<file path="config.mk">
export PLATFORM = sky130hd
export DESIGN_NAME = beep_sequencer
export DESIGN_NICKNAME = d
export VERILOG_FILES = /design/src/rtl/beep_sequencer.sv
export SDC_FILE = /design/constraint.sdc
export NUM_CORES = 1
export LEC_CHECK = 0
export ABC_AREA = 0
export BUFFER_PORTS_ARGS = -buffer_cell sky130_fd_sc_hd__buf_2
export CAP_MARGIN = 30
export CORE_AREA = 2 2 39 41
export CTS_BUF_LIST = sky130_fd_sc_hd__clkbuf_2
export DETAILED_ROUTE_END_ITERATION = 10
export DIE_AREA = 0 0 41 43
export PLACE_DENSITY = 0.65
export REMOVE_ABC_BUFFERS = 1
export SLEW_MARGIN = 10
export SYNTH_ARGS = -nofsm -noshare
export SYNTH_HDL_FRONTEND = slang
export SYNTH_SLANG_ARGS = --single-unit
</file>
<file path="constraint.sdc">
create_clock -name clk -period 5.9 [get_ports clk]
set_input_delay 0.59 -clock clk [delete_from_list [all_inputs] [get_ports clk]]
set_output_delay 0.59 -clock clk [all_outputs]
set_load 0.02 [all_outputs]
</file>
<file path="src/rtl/beep_sequencer.sv">
// Turns single-cycle event strobes into timed beeps: HIGH_CYC cycles high, GAP_CYC low.
// Strobes arriving while a beep is running are counted (saturating) and replayed in order.
//
// state  | meaning
// -------+-----------------------------------------------
// S_IDLE | no beep running, z=0
// S_HIGH | beep active, z=1, timer counts HIGH_CYC-1..0
// S_GAP  | enforced low gap, z=0, timer counts GAP_CYC-1..0
module beep_sequencer #(
   parameter int HIGH_CYC = 4,
   parameter int GAP_CYC  = 2,
   parameter int PEND_W   = 3
) (
   input  logic              clk,
   input  logic              reset,
   input  logic              w,
   input  logic              clr,
   output logic              z,
   output logic              busy,
   output logic [PEND_W-1:0] pending,
   output logic              ovf
);

   localparam int MAX_CYC = (HIGH_CYC > GAP_CYC) ? HIGH_CYC : GAP_CYC;
   localparam int TW      = $clog2(MAX_CYC) + 1;
   localparam logic [TW-1:0]     HIGH_LOAD = TW'(HIGH_CYC - 1);
   localparam logic [TW-1:0]     GAP_LOAD  = TW'(GAP_CYC - 1);
   localparam logic [PEND_W-1:0] PEND_MAX  = '1;

   typedef enum logic [1:0] {
      S_IDLE = 2'd0,
      S_HIGH = 2'd1,
      S_GAP  = 2'd2
   } state_t;

   state_t            state_q, state_d;
   logic [TW-1:0]     timer_q, timer_d;
   logic [PEND_W-1:0] pending_q, pending_d;
   logic              ovf_q, ovf_d;
   logic              start;

   always_comb begin
      start = ((state_q == S_IDLE) || ((state_q == S_GAP) && (timer_q == '0)))
              && ((pending_q != '0) || w);

      state_d   = state_q;
      timer_d   = timer_q;
      pending_d = pending_q;
      ovf_d     = ovf_q;

      if (clr) begin
         state_d   = S_IDLE;
         timer_d   = '0;
         pending_d = '0;
         ovf_d     = 1'b0;
      end else begin
         if (start) begin
            state_d = S_HIGH;
            timer_d = HIGH_LOAD;
         end else begin
            case (state_q)
               S_HIGH: begin
                  if (timer_q == '0) begin
                     state_d = S_GAP;
                     timer_d = GAP_LOAD;
                  end else begin
                     timer_d = timer_q - TW'(1);
                  end
               end
               S_GAP: begin
                  if (timer_q == '0) begin
                     state_d = S_IDLE;
                     timer_d = '0;
                  end else begin
                     timer_d = timer_q - TW'(1);
                  end
               end
               default: begin
                  state_d = S_IDLE;
                  timer_d = '0;
               end
            endcase
         end

         // A strobe consumed by start in the same cycle never enters the queue.
         if (w && !start) begin
            if (pending_q == PEND_MAX) begin
               ovf_d = 1'b1;
            end else begin
               pending_d = pending_q + PEND_W'(1);
            end
         end else if (!w && start) begin
            pending_d = pending_q - PEND_W'(1);
         end
      end
   end

   always_ff @(posedge clk or posedge reset) begin
      if (reset) begin
         state_q   <= S_IDLE;
         timer_q   <= '0;
         pending_q <= '0;
         ovf_q     <= 1'b0;
      end else begin
         state_q   <= state_d;
         timer_q   <= timer_d;
         pending_q <= pending_d;
         ovf_q     <= ovf_d;
      end
   end

   assign z       = (state_q == S_HIGH);
   assign busy    = (state_q != S_IDLE) || (pending_q != '0);
   assign pending = pending_q;
   assign ovf     = ovf_q;

endmodule

</file>
Yosys cells after proc, flatten, opt, wreduce, memory -nomap -nowiden
Index checks and enable logic that the tools add are counted.

Add/subtract/negate cells: 3. Eq/ne operators: 6. Mux-type cells: 17. Reduce and logical (&&, ||, !) cells: 19.

Operators by type and width (count): $mux W3 (8); $mux W2 (4); $pmux W3 S2 (1); $reduce_and A2 Y1 (3); $reduce_bool A2 Y1 (3); $reduce_bool A3 Y1 (2); $sub A3 B1 Y3 const B (2); $logic_and A1 B1 Y1 (4); $ne A4 B1 Y1 const B (1); $ne A4 B3 Y1 const B (1); $pmux W2 S2 (1); $add A3 B1 Y3 const B (1); $eq A3 B3 Y1 const B (1); $logic_not A3 Y1 (1); $logic_or A1 B1 Y1 (3); $mux W1 (3); $ne A3 B3 Y1 const B (1); $eq A2 B1 Y1 const B (1); $eq A2 B2 Y1 const B (1); $logic_not A1 Y1 (2); $logic_not A2 Y1 (1).

Register bits: 9. Output and inout bits: 6. Logic and storage cells: 49.

Logic depth before layout (Yosys ltp)
Depth after elaboration: 8. Depth in mapped cells: 9. Mapped depth without buffers: 9.

Worst setup path after synthesis
OpenSTA, ideal clock, no wires.

Path type: register -> register. Start: reg state_q[0]. End: reg pending_q[2], in the netlist pending[2]. Setup time: 0.125 ns. Arrival: 2.081 ns. Data required time: 5.775 ns. Slack: 3.694 ns. Cell stages (with the launch flop): 10. Path buffers: 0. Clock period less this slack: 2.206 ns. Cell sequence: dfrtp_1 inv_1 ha_1 nor4b_2 nor2_1 nand2_1 fa_1 and3_1 mux2i_1 mux2_2.

Word-level cells in the longest chain between the ends: 8.

RTL lines: start: declaration (line 36) `state_t state_q, state_d;`; start signal: assignment (line 105) `state_q <= state_d;`; $eq A2 B2 Y1 (line 43) `start = ((state_q == S_IDLE) || ((state_q == S_GAP) && (timer_q == '0)))`; $logic_and A1 B1 Y1 (line 43); $logic_or A1 B1 Y1 (*) (line 43); $logic_and A1 B1 Y1 (*) (line 44) `&& ((pending_q != '0) || w);`; $logic_not A1 Y1 (line 86) `if (w && !start) begin`; $logic_and A1 B1 Y1 (line 86); $ne A3 B3 Y1 (no line) (tied with other cells); $reduce_and A2 Y1 (no line) / $mux W3 (equally long branches); end signal: assignment (line 107) `pending_q <= pending_d;`; end: declaration (line 38) `logic [PEND_W-1:0] pending_q, pending_d;`.

Every way passes the cells marked *; elsewhere a longest branch is shown, timed or not. A chain may end at the register's enable or synchronous reset.

Worst setup path in the final report
Same ends and word-level chain as after synthesis.

==> metrics.txt <==
run status finished, final reports clean; Syn Inst Count 59; Distinct cells, synth 28; RSZ-0062 raised after global routing no; share of cells above drive strength 1 25.4%; cell area after synthesis 589 um^2; Final Setup Violations 0; Critical Setup Path Class reg2reg; Area after DPL 651 um^2; H-tree depth 1; Worst Path Required 6.02 ns; skew final 0.00290 ns; grt ovf 0; Mean Syn Cell Area 9.99 um^2; synth top area cells dfrtp_1 38%, ha_1 8.5%, mux2i_1 6.8%; reg2reg path depth 9; Final Hold Slack 0.297 ns; HPWL Detailed 791 um; vias in the first global route 432; Placer Congestion 0.664; area leader, netlist dfrtp_1; Antenna Cells 0; top cell type's share of synthesized area 38.2%; root buf cell clkbuf_2; yosys warns 0; antenna violations before repair 0; vias 458; Initial Util 42.6%; reg2reg end pending[2]$_DFFE_PP0P_; Period minus WS final 2.38 ns; register area 225 um^2; Post-CTS Hold Fix Bufs 0; Peak VDD IR 0.226 mV; Slew headroom 76.9%; CP max FO 4; Post-Layout Inst Area 671 um^2; final net count 81; Layout area overhead 13.8%; CTS tree yes; Iter 0 DRT Violations 5; Site Rows 14; Total GRT Usage 14.3%; number of routed nets with antenna violations 0; final WL 981 um; Max-Cap Viols 0; fmax 0.421 GHz; Yosys reg bits 9; core footprint 1380 um^2; worst slew pin tran 0.346 ns; register area share after synthesis 38.2%; Die ar. 1760 um^2; Slew Limit Fails 0; Via density 5.26; Critical Path Sink Type flop; Die Y 43 um; Reg clk slew, reported paths 0.09 ns; leakage 0.320 nW; pwr dens 468 nW/um^2; Fillers 142; startpoint types flop; Arr. time, crit path 2.50 ns; Residual DRC 0; r2r startpoint state_q[0]$_DFFE_PP0P_; DR WL/cell 11.3 um; total negative slack 0 ns; CTS resizes 0; DRT Pass-1 Iters 2; # clock sinks 9; port bufs 9; Top Ports 10; worst skew pair latency 0.23 ns; Num CTS Buffers 3; Post-CTS Setup Bufs 0; crit share post-route 40.3%; Multi-input gate area 345 um^2; largest net degree at the start of global routing 13; Max Buffers Root-to-Sink 2; type of the most critical hold path in2async; internal reg-to-reg setup slack 3.52 ns; first-pass GRT wire length 1730 um; Final Util 48.5%; Die Wd 41 um; final hold vios 0
power breakdown:
part	leakage [nW]	switching, mW	internal (mW)	total [mW]
clock	0.0166	0.0202	0.0180	0.0382
combinational	0.183	0.0972	0.0725	0.170
sequential	0.120	0.0257	0.0804	0.106
total	0.320	0.143	0.171	0.314
kinds of logic after synthesis:
group	count (synthesis)	synth area share [%]
simple gates	26	25.9
flops	9	38.2
buf+inv	5	3.18
mux	6	10.6
compound gates	8	10.2
fa+ha+maj	5	11.9
per-stage QoR:
stage / cells / setup slack, ns / power (mW)
2_1_floorplan: 58 / 3.69 / 0.236
3_3_place_gp: 83 / 3.56 / 0.276
3_5_place_dp: 83 / 3.53 / 0.279
4_1_cts: 87 / 3.51 / 0.319
5_1_grt: 87 / 3.41 / 0.343
6_report: 87 / 3.52 / 0.314
worst max path at each step:
stage / depth (start not counted) / end / slack [ns] / start
global route: 9 / pending[2]$_DFFE_PP0P_ / 3.41 / state_q[0]$_DFFE_PP0P_
global placement: 9 / pending[2]$_DFFE_PP0P_ / 3.56 / state_q[0]$_DFFE_PP0P_
finish: 9 / pending[2]$_DFFE_PP0P_ / 3.52 / state_q[0]$_DFFE_PP0P_
floorplan: 9 / pending[2]$_DFFE_PP0P_ / 3.69 / state_q[0]$_DFFE_PP0P_
detailed placement: 9 / pending[2]$_DFFE_PP0P_ / 3.53 / state_q[0]$_DFFE_PP0P_
CTS: 9 / pending[2]$_DFFE_PP0P_ / 3.51 / state_q[0]$_DFFE_PP0P_
per-layer routing:
metal  global-route usage, %  share of wire, %
met1                    19.3                49
met2                    21.3                47
met3                    3.14               4.1
met4                    6.00                 0
met5                       0                 0
registers in the layout, summed over array words and instances (netlist names):
register / cells
ovf: 1
timer_q: 3
pending: 3
state_q: 2
worst max-delay path, cell delays in order, from the launching register on:
cell     delay, ns
dfrtp_1       0.38
inv_1         0.08
ha_1          0.21
nor4b_2       0.17
nor2_1        0.28
nand2_1       0.12
fa_1          0.39
and3_1        0.16
mux2i_1       0.13
mux2_2        0.34
synth_stat cells (all sizes together):
master  instances
nand2           2
nor4b           2
a221oi          1
and2            2
o32ai           1
dfrtp           9
clkbuf          1
a21oi           2
nand2b          2
nor4            1
nor2b           2
a211o           1
nor2            8
or3b            1
ha              4
mux2            2
o21ai           1
nand3           1
o22ai           1
or4             1
fa              1
mux2i           4
nor3            2
inv             4
and3            2
a31oi           1
cell usage in the layout, fill, tap and decap left out, drive strengths merged, types with 4 or more instances in the layout:
cell type / netlist / routed
buf: 0 / 9
clkbuf: 1 / 4
dfrtp: 9 / 9
ha: 4 / 4
inv: 4 / 4
mux2i: 4 / 4
nor2: 8 / 8
cell type report:
cell class              count  area share (%)
clock buffers               4            2.99
inverters                   4            2.24
multi-input cells          45            51.5
flip-flops and latches      9            33.6
well taps                  16            2.99
repair buffers              9            6.72
Note: power is estimated with default switching activity, not from simulation.
